File: src/rtl/mux8_rr_arbiter.sv
// rtl/mux8_rr_arbiter.sv - round-robin burst arbiter driving a shared 8:1 bit mux
// Optional: define MUX8_ARB_GAP_EN to insert one dead cycle on every grant release.
module mux8_rr_arbiter #(
  parameter int BURST_LEN = 4,
  parameter int CNT_W     = 8
) (
  input  logic       clk,
  input  logic       rst_n,
  input  logic [7:0] req,
  input  logic [7:0] d,
  output logic [7:0] gnt,
  output logic [2:0] sel,
  output logic       busy,
  output logic       last,
  output logic       out
);

  typedef enum logic [1:0] {IDLE, GRANT, GAP} state_t;

  state_t           state, state_n;
  logic [2:0]       ptr, ptr_n;
  logic [CNT_W-1:0] cnt, cnt_n;
  logic [7:0]       gnt_n;
  logic [2:0]       sel_n;
  logic             busy_n, last_n;
  logic             do_pick, release_now;
  logic [2:0]       base;
  logic [3:0]       pick_r;

  // Cyclic search starting at base; bit 3 flags a hit, bits 2:0 hold the index.
  function automatic logic [3:0] pick(input logic [7:0] r, input logic [2:0] b);
    logic [3:0] res;
    logic [2:0] idx;
    res = 4'd0;
    for (int i = 0; i < 8; i++) begin
      idx = b + 3'(i);
      if (!res[3] && r[idx]) res = {1'b1, idx};
    end
    return res;
  endfunction

  always_comb begin
    state_n     = state;
    ptr_n       = ptr;
    cnt_n       = cnt;
    gnt_n       = gnt;
    sel_n       = sel;
    busy_n      = busy;
    do_pick     = 1'b0;
    base        = ptr;
    release_now = (state == GRANT) && (!req[sel] || (cnt == CNT_W'(BURST_LEN)));

    case (state)
      IDLE: do_pick = 1'b1;
      GRANT: begin
        if (!release_now) begin
          cnt_n = cnt + 1'b1;
        end else begin
          ptr_n = sel + 3'd1;
`ifdef MUX8_ARB_GAP_EN
          state_n = GAP;
          gnt_n   = 8'd0;
          busy_n  = 1'b0;
          cnt_n   = '0;
`else
          // Pick in the same cycle with the advanced pointer: zero-cycle handover.
          base    = sel + 3'd1;
          do_pick = 1'b1;
`endif
        end
      end
`ifdef MUX8_ARB_GAP_EN
      GAP: do_pick = 1'b1;
`endif
      default: state_n = IDLE;
    endcase

    pick_r = pick(req, base);
    if (do_pick) begin
      if (pick_r[3]) begin
        state_n = GRANT;
        gnt_n   = 8'd1 << pick_r[2:0];
        sel_n   = pick_r[2:0];
        busy_n  = 1'b1;
        cnt_n   = CNT_W'(1);
      end else begin
        state_n = IDLE;
        gnt_n   = 8'd0;
        busy_n  = 1'b0;
        cnt_n   = '0;
      end
    end

    last_n = busy_n && (cnt_n == CNT_W'(BURST_LEN));
  end

  always_ff @(posedge clk or negedge rst_n) begin
    if (!rst_n) begin
      state <= IDLE;
      ptr   <= 3'd0;
      cnt   <= '0;
      gnt   <= 8'd0;
      sel   <= 3'd0;
      busy  <= 1'b0;
      last  <= 1'b0;
    end else begin
      state <= state_n;
      ptr   <= ptr_n;
      cnt   <= cnt_n;
      gnt   <= gnt_n;
      sel   <= sel_n;
      busy  <= busy_n;
      last  <= last_n;
    end
  end

  assign out = busy & d[sel];

endmodule

File: config.mk
export PLATFORM = sky130hd
export DESIGN_NAME = mux8_rr_arbiter
export DESIGN_NICKNAME = d
export VERILOG_FILES = /design/src/rtl/mux8_rr_arbiter.sv
export SDC_FILE = /design/constraint.sdc
export NUM_CORES = 1
export LEC_CHECK = 0
export CAP_MARGIN = 10
export CELL_PAD_IN_SITES_DETAIL_PLACEMENT = 0
export CELL_PAD_IN_SITES_GLOBAL_PLACEMENT = 2
export CORE_ASPECT_RATIO = 2
export CORE_UTILIZATION = 30
export DETAILED_ROUTE_END_ITERATION = 8
export PLACE_DENSITY = 0.79
export REMOVE_ABC_BUFFERS = 1
export SETUP_SLACK_MARGIN = 0.4
export SYNTH_ARGS = -nofsm -noshare
export SYNTH_HDL_FRONTEND = slang
export SYNTH_SLANG_ARGS = --single-unit
File: constraint.sdc
create_clock -name clk -period 6.3 [get_ports clk]
set_input_delay 1.575 -clock clk [delete_from_list [all_inputs] [get_ports clk]]
set_output_delay 1.575 -clock clk [all_outputs]
set_load 0.01 [all_outputs]
==> flow_summary.yaml, run 1 <==
die:
  die_h_um: 127.7
  core-area_um2: 7601
  die_area_um2: 8276
  die-width_um: 64.83
  rows: 45
  ios: 32
  start_util_pct: 31.16
setup_path:
  crit_type: "input pin to register"
  cpPeakStageDelay_ps: 570
  cp-start-kind: "input pin"
  r2r_cells: 13
  reg2reg_from: "sel[0]$_DFFE_PN0P_"
  r2r_setup_slack_ps: 1880
  r2r-end: "gnt[5]$_DFFE_PN0N_"
  critical_path_peak_fanout: 7
  worstPathArrival_ps: 5790
  cpMaxStageDelayCell: "mux4_2"
  cp_data_required_time_ps: 6500
  path_cells: "clkdlybuf4s50_1, mux4_2, mux2i_4, o21ai_4, mux2_2, inv_1, ha_1, clkinv_1, mux4_2, a211o_1, a21o_1, a21o_1, a31oi_1, a32o_1"
  end_kind: "register"
cts:
  clk_path_buf_depth: 2
  cts_tree: "yes"
  h-tree-depth: 1
  clkTransAtPathRegs_ps: 60
  hold_buffers: 0
  clock_latency_ps: 260
  cts_sinks: 25
  cts_resized: 0
  postCtsSetupBuffers: 0
  cts_made_buffers: 3
  cts-root-buf: "clkbuf_16"
global_routing:
  track_usage_pct: 18.31
  grt_pass1_vias: 2226
  use_met3_pct: 1.246
  grt_busiest_layer: "met2"
  antenna_found_initial: 0
  grt_max_degree: 26
  gr-total-overflow: 0
  use_met2_pct: 35.11
  grt_pass1_wl_um: 11540
  global_route.usage.met1_pct: 18.06
synth:
  ys_seq_elements: 25
  yosysUniqueCellTypes: 60
  synth_top_family_by_area: "compound AO/OA/AOI/OAI gates"
  dominantRegCellSynth: "dfrtp_1"
  synth_area_per_cell_um2: 9.006
  synthCells: 263
  yosysTopAreaCell: "dfrtp_1"
  yosysMostFrequentCell: "nand2_1"
  netlist_area_um2: 2369
  synth_edf_count: 0
  synth-simple-area-share_pct: 17.06
  netlist_top_cells_count: "nand2_1, dfrtp_1, nor2_1"
  synth_mux_area_share_pct: 20.55
  yosys_warnings: 0
  synth_compound_area_share_pct: 24.35
  seq_area_frac_synth_pct: 26.41
  synthArstFlopShare_pct: 100.0
  synthXorXnorAreaFrac_pct: 5.177
  yosys.area_share.adder_pct: 2.641
  yosys-top-cells-area: "dfrtp_1, mux2i_1, mux4_2"
  synth_top_area_share_pct: 26.41
final_layout:
  drive_gt1_share_pct: 15.72
  finalNetCount: 323
  syn_to_final_growth_pct: 24.46
  antenna_cells: 0
  stdcell_count: 393
  fillers: 781
  finish.instance_area_um2: 2948
detailed_routing:
  num_vias: 2247
  drcViolationCount: 0
  routed_wl_um: 7315
  drt_iter0_markers: 86
  firstDrtPassIters: 4
  routedWlPerCell_um: 18.61
  via_per_inst: 5.718
  ant_nets: 0
placed_design:
  dp_cells: 388
  gp_congestion: 0.8569
  place_hpwl_um: 5807
  io_buffers: 31
  place_area_um2: 2838
sta:
  rsz0062_at_grt: "no"
  tightest_slew_ps: 653.0
  tns_ps: 0
  relSlewSlack_pct: 56.46
  fmax_mhz: 178.7
  finalHoldViolations: 0
  setup_violations: 0
  finalMaxSlewViolations: 0
  finalCritPeriodShare_pct: 88.82
  skew_ps: 2.719
  finalCriticalPeriod_ps: 5596
run:
  cap_violations: 0
hold_path:
  min_path_cells: 2
  holdCritPathClass: "register to register"
  holdCritStartpoint: "gnt[3]$_DFFE_PN0N_"
  min_to: "gnt[3]$_DFFE_PN0N_"
status:
  status: "finished clean"
per-layer routing:
layer	share of wire (%)	up-vias	wire, um
met1	34	1092	2512
met5	0	-	0
met2	58	47	4217
met4	6.5	0	475
li1	-	1076	-
met3	1.5	32	109
registers in the layout, indices dropped and copies added (netlist names):
| register | cells |
|---|---|
| state | 1 |
| cnt | 8 |
| ptr | 3 |
| sel | 3 |
| busy | 1 |
| gnt | 8 |
| last | 1 |
cell usage in the layout (no fill, tap or decap), types with 3 or more instances in the layout:
| master | count |
|---|---|
| a211oi_1 | 3 |
| a21o_1 | 3 |
| a21oi_1 | 5 |
| a221oi_1 | 8 |
| a31oi_1 | 3 |
| a32o_1 | 4 |
| and2_1 | 3 |
| and3_1 | 4 |
| buf_4 | 13 |
| clkbuf_16 | 3 |
| clkdlybuf4s50_1 | 31 |
| dfrtp_1 | 25 |
| ha_1 | 5 |
| inv_1 | 7 |
| mux2_2 | 11 |
| mux2i_1 | 14 |
| mux4_2 | 6 |
| nand2_1 | 33 |
| nand3_1 | 5 |
| nor2_1 | 20 |
| o211ai_1 | 5 |
| o21a_1 | 3 |
| o21ai_0 | 8 |
| o22ai_1 | 9 |
| o31ai_1 | 4 |
| xnor2_1 | 8 |
| xor2_1 | 6 |
critical path: cells and delay by family:
kind	cells	cell delay [ps]
adder cells (fa/ha/maj)	1	320
multiplexers	4	1670
buffers and inverters	3	800
AO/OA/AOI/OAI	6	1410
through the flow:
stage	hold WS, ps	setup WS [ps]	util (%)
floorplan	505.2	1115	-
global placement	467.8	528.0	37.33
detailed placement	468.1	477.3	37.33
CTS	482.8	728.3	38.42
global route	506.3	418.6	38.78
finish	475.7	704.4	38.78
logic make-up (layout without fill, tap and decap cells):
family / after synthesis / in the layout
buf+inv: 22 / 58
simple gates: 84 / 84
mux: 36 / 36
compound gates: 77 / 77
flops: 25 / 25
fa+ha+maj: 5 / 5
xor+xnor: 14 / 14
layout make-up:
cell class | instances | area (um2) | share of cell area [%]
well taps | 94 | 117.6 | 3.990
clock buffers | 3 | 75.07 | 2.547
inverters | 9 | 33.78 | 1.146
repair buffers | 45 | 435.4 | 14.77
flip-flops and latches | 25 | 625.6 | 21.22
multi-input cells | 216 | 1653 | 56.07
clock inverters | 1 | 7.507 | 0.2547
how the worst max path moves through the flow:
stage	startpoint	to	slack, ps	depth (start not counted)
2_1_floorplan	req[3]	gnt[4]$_DFFE_PN0N_	1110	13
3_3_place_gp	req[4]	gnt[5]$_DFFE_PN0N_	530	14
6_report	req[4]	gnt[5]$_DFFE_PN0N_	700	14
3_5_place_dp	req[6]	gnt[5]$_DFFE_PN0N_	480	14
5_1_grt	req[3]	gnt[7]$_DFFE_PN0N_	420	14
4_1_cts	req[6]	gnt[5]$_DFFE_PN0N_	730	14
Power of run 1 is not shown: default switching activity piles up to over one toggle a cycle in this logic, so the estimate is an artifact.
==> inputs of run 2 (changes only) <==
Settings changed: CORE_MARGIN set to 2, SLEW_MARGIN set to 20.
==> run 2 against run 1 <==
  * Utilization fell by 0.082 points
  * Fmax is 0.62% lower
  * First-iteration DRC count rose by 36%
  * Highest routed layer unchanged
  * Sequential share of layout area about the same
  * Critical endpoint is now gnt[3]$_DFFE_PN0N_
==> flow_summary.yaml, run 2 (synthesis gave the netlist of run 1 again) <==
hold_path:
  min_to: "gnt[0]$_DFFE_PN0N_"
  holdCritStartpoint: "gnt[0]$_DFFE_PN0N_"
  min_path_cells: 2
  holdCritPathClass: "register to register"
die:
  rows: 45
  die_area_um2: 8665
  ios: 32
  start_util_pct: 31.16
  core-area_um2: 7601
  die_h_um: 129.7
  die-width_um: 66.83
setup_path:
  reg2reg_from: "sel[0]$_DFFE_PN0P_"
  end_kind: "register"
  worstPathArrival_ps: 5790
  cp_data_required_time_ps: 6460
  r2r_setup_slack_ps: 1930
  cp-start-kind: "input pin"
  r2r_cells: 14
  r2r-end: "gnt[3]$_DFFE_PN0N_"
  critical_path_peak_fanout: 9
  crit_type: "input pin to register"
global_routing:
  antenna_found_initial: 0
  grt_pass1_vias: 2331
  grt_pass1_wl_um: 12160
  global_route.usage.met1_pct: 18.77
  grt_busiest_layer: "met2"
  grt_max_degree: 26
  track_usage_pct: 18.32
  gr-total-overflow: 0
  use_met3_pct: 1.563
  use_met2_pct: 35.35
cts:
  cts-root-buf: "clkbuf_16"
  clk_path_buf_depth: 2
  cts_resized: 0
  cts_made_buffers: 3
  cts_tree: "yes"
  hold_buffers: 0
  cts_sinks: 25
  clock_latency_ps: 250
  clkTransAtPathRegs_ps: 60
  postCtsSetupBuffers: 0
  h-tree-depth: 1
status:
  status: "finished clean"
detailed_routing:
  routedWlPerCell_um: 18.71
  firstDrtPassIters: 4
  drt_iter0_markers: 117
  ant_nets: 0
  num_vias: 2252
  drcViolationCount: 0
  via_per_inst: 5.701
  routed_wl_um: 7389
final_layout:
  largestRegisters: "cnt: 8 flops, gnt: 8 flops"
  drive_gt1_share_pct: 16.94
  syn_to_final_growth_pct: 24.19
  antenna_cells: 0
  finalNetCount: 325
  final_cell_mix: "nand2_1, clkdlybuf4s50_1, dfrtp_1"
  mostFrequentLayoutCell: "nand2_1"
placed_design:
  gp_congestion: 0.9596
  io_buffers: 31
  place_hpwl_um: 5918
sta:
  tightest_slew_ps: 657.4
  rsz0062_at_grt: "no"
  setup_violations: 0
  finalMaxSlewViolations: 0
  finalCriticalPeriod_ps: 5630
  finalHoldViolations: 0
  skew_ps: 1.640
  relSlewSlack_pct: 56.17
  tns_ps: 0
  finalCritPeriodShare_pct: 89.37
  fmax_mhz: 177.6
run:
  cap_violations: 0
## run 2: layout make-up
cell class | count | area (um2)
Fill cell | 796 | 4659
Multi-Input combinational cell | 216 | 1659
Sequential cell | 25 | 625.6
Timing Repair Buffer | 47 | 425.4
Tap cell | 94 | 117.6
Clock buffer | 3 | 75.07
Inverter | 9 | 33.78
Clock inverter | 1 | 5.005
## run 2: metal layers
metal	vias up	routed length [um]	share of wire, %
met5	-	0	0
met4	0	374	5.1
met3	22	153	2.1
met2	44	4258	58
met1	1106	2603	35
li1	1080	-	-
## run 2: worst max-delay path by stage
stage / slack [ps] / to / depth (start not counted) / from
floorplan: 1110 / gnt[4]$_DFFE_PN0N_ / 13 / req[3]
global placement: 420 / gnt[7]$_DFFE_PN0N_ / 15 / req[0]
detailed placement: 350 / gnt[5]$_DFFE_PN0N_ / 15 / req[3]
CTS: 600 / gnt[5]$_DFFE_PN0N_ / 15 / req[3]
global route: 490 / sel[0]$_DFFE_PN0P_ / 15 / req[0]
finish: 670 / gnt[3]$_DFFE_PN0N_ / 15 / req[3]
## run 2: worst max-delay path, stage by stage
cell,delay (ps)
clkdlybuf4s50_1,520
mux4_2,560
mux2i_4,240
o21ai_4,130
mux2_2,370
inv_1,80
ha_1,320
clkinv_1,90
buf_4,160
mux4_2,580
a211o_1,270
a21o_1,180
a21o_1,200
a31o_1,260
o31ai_1,250
## run 2: metrics by stage
stage,instance area [um2],instances,worst slack (ps),utilization (%),hold WS (ps)
3_3_place_gp,2860,391,424.0,37.63,471.0
4_1_cts,2940,395,602.9,38.68,494.1
6_report,2942,395,669.7,38.70,490.6
2_1_floorplan,2312,250,1115,-,505.2
3_5_place_dp,2860,391,345.0,37.63,480.1
5_1_grt,2942,395,489.7,38.70,516.8
Power of run 2 is left out for the same reason.
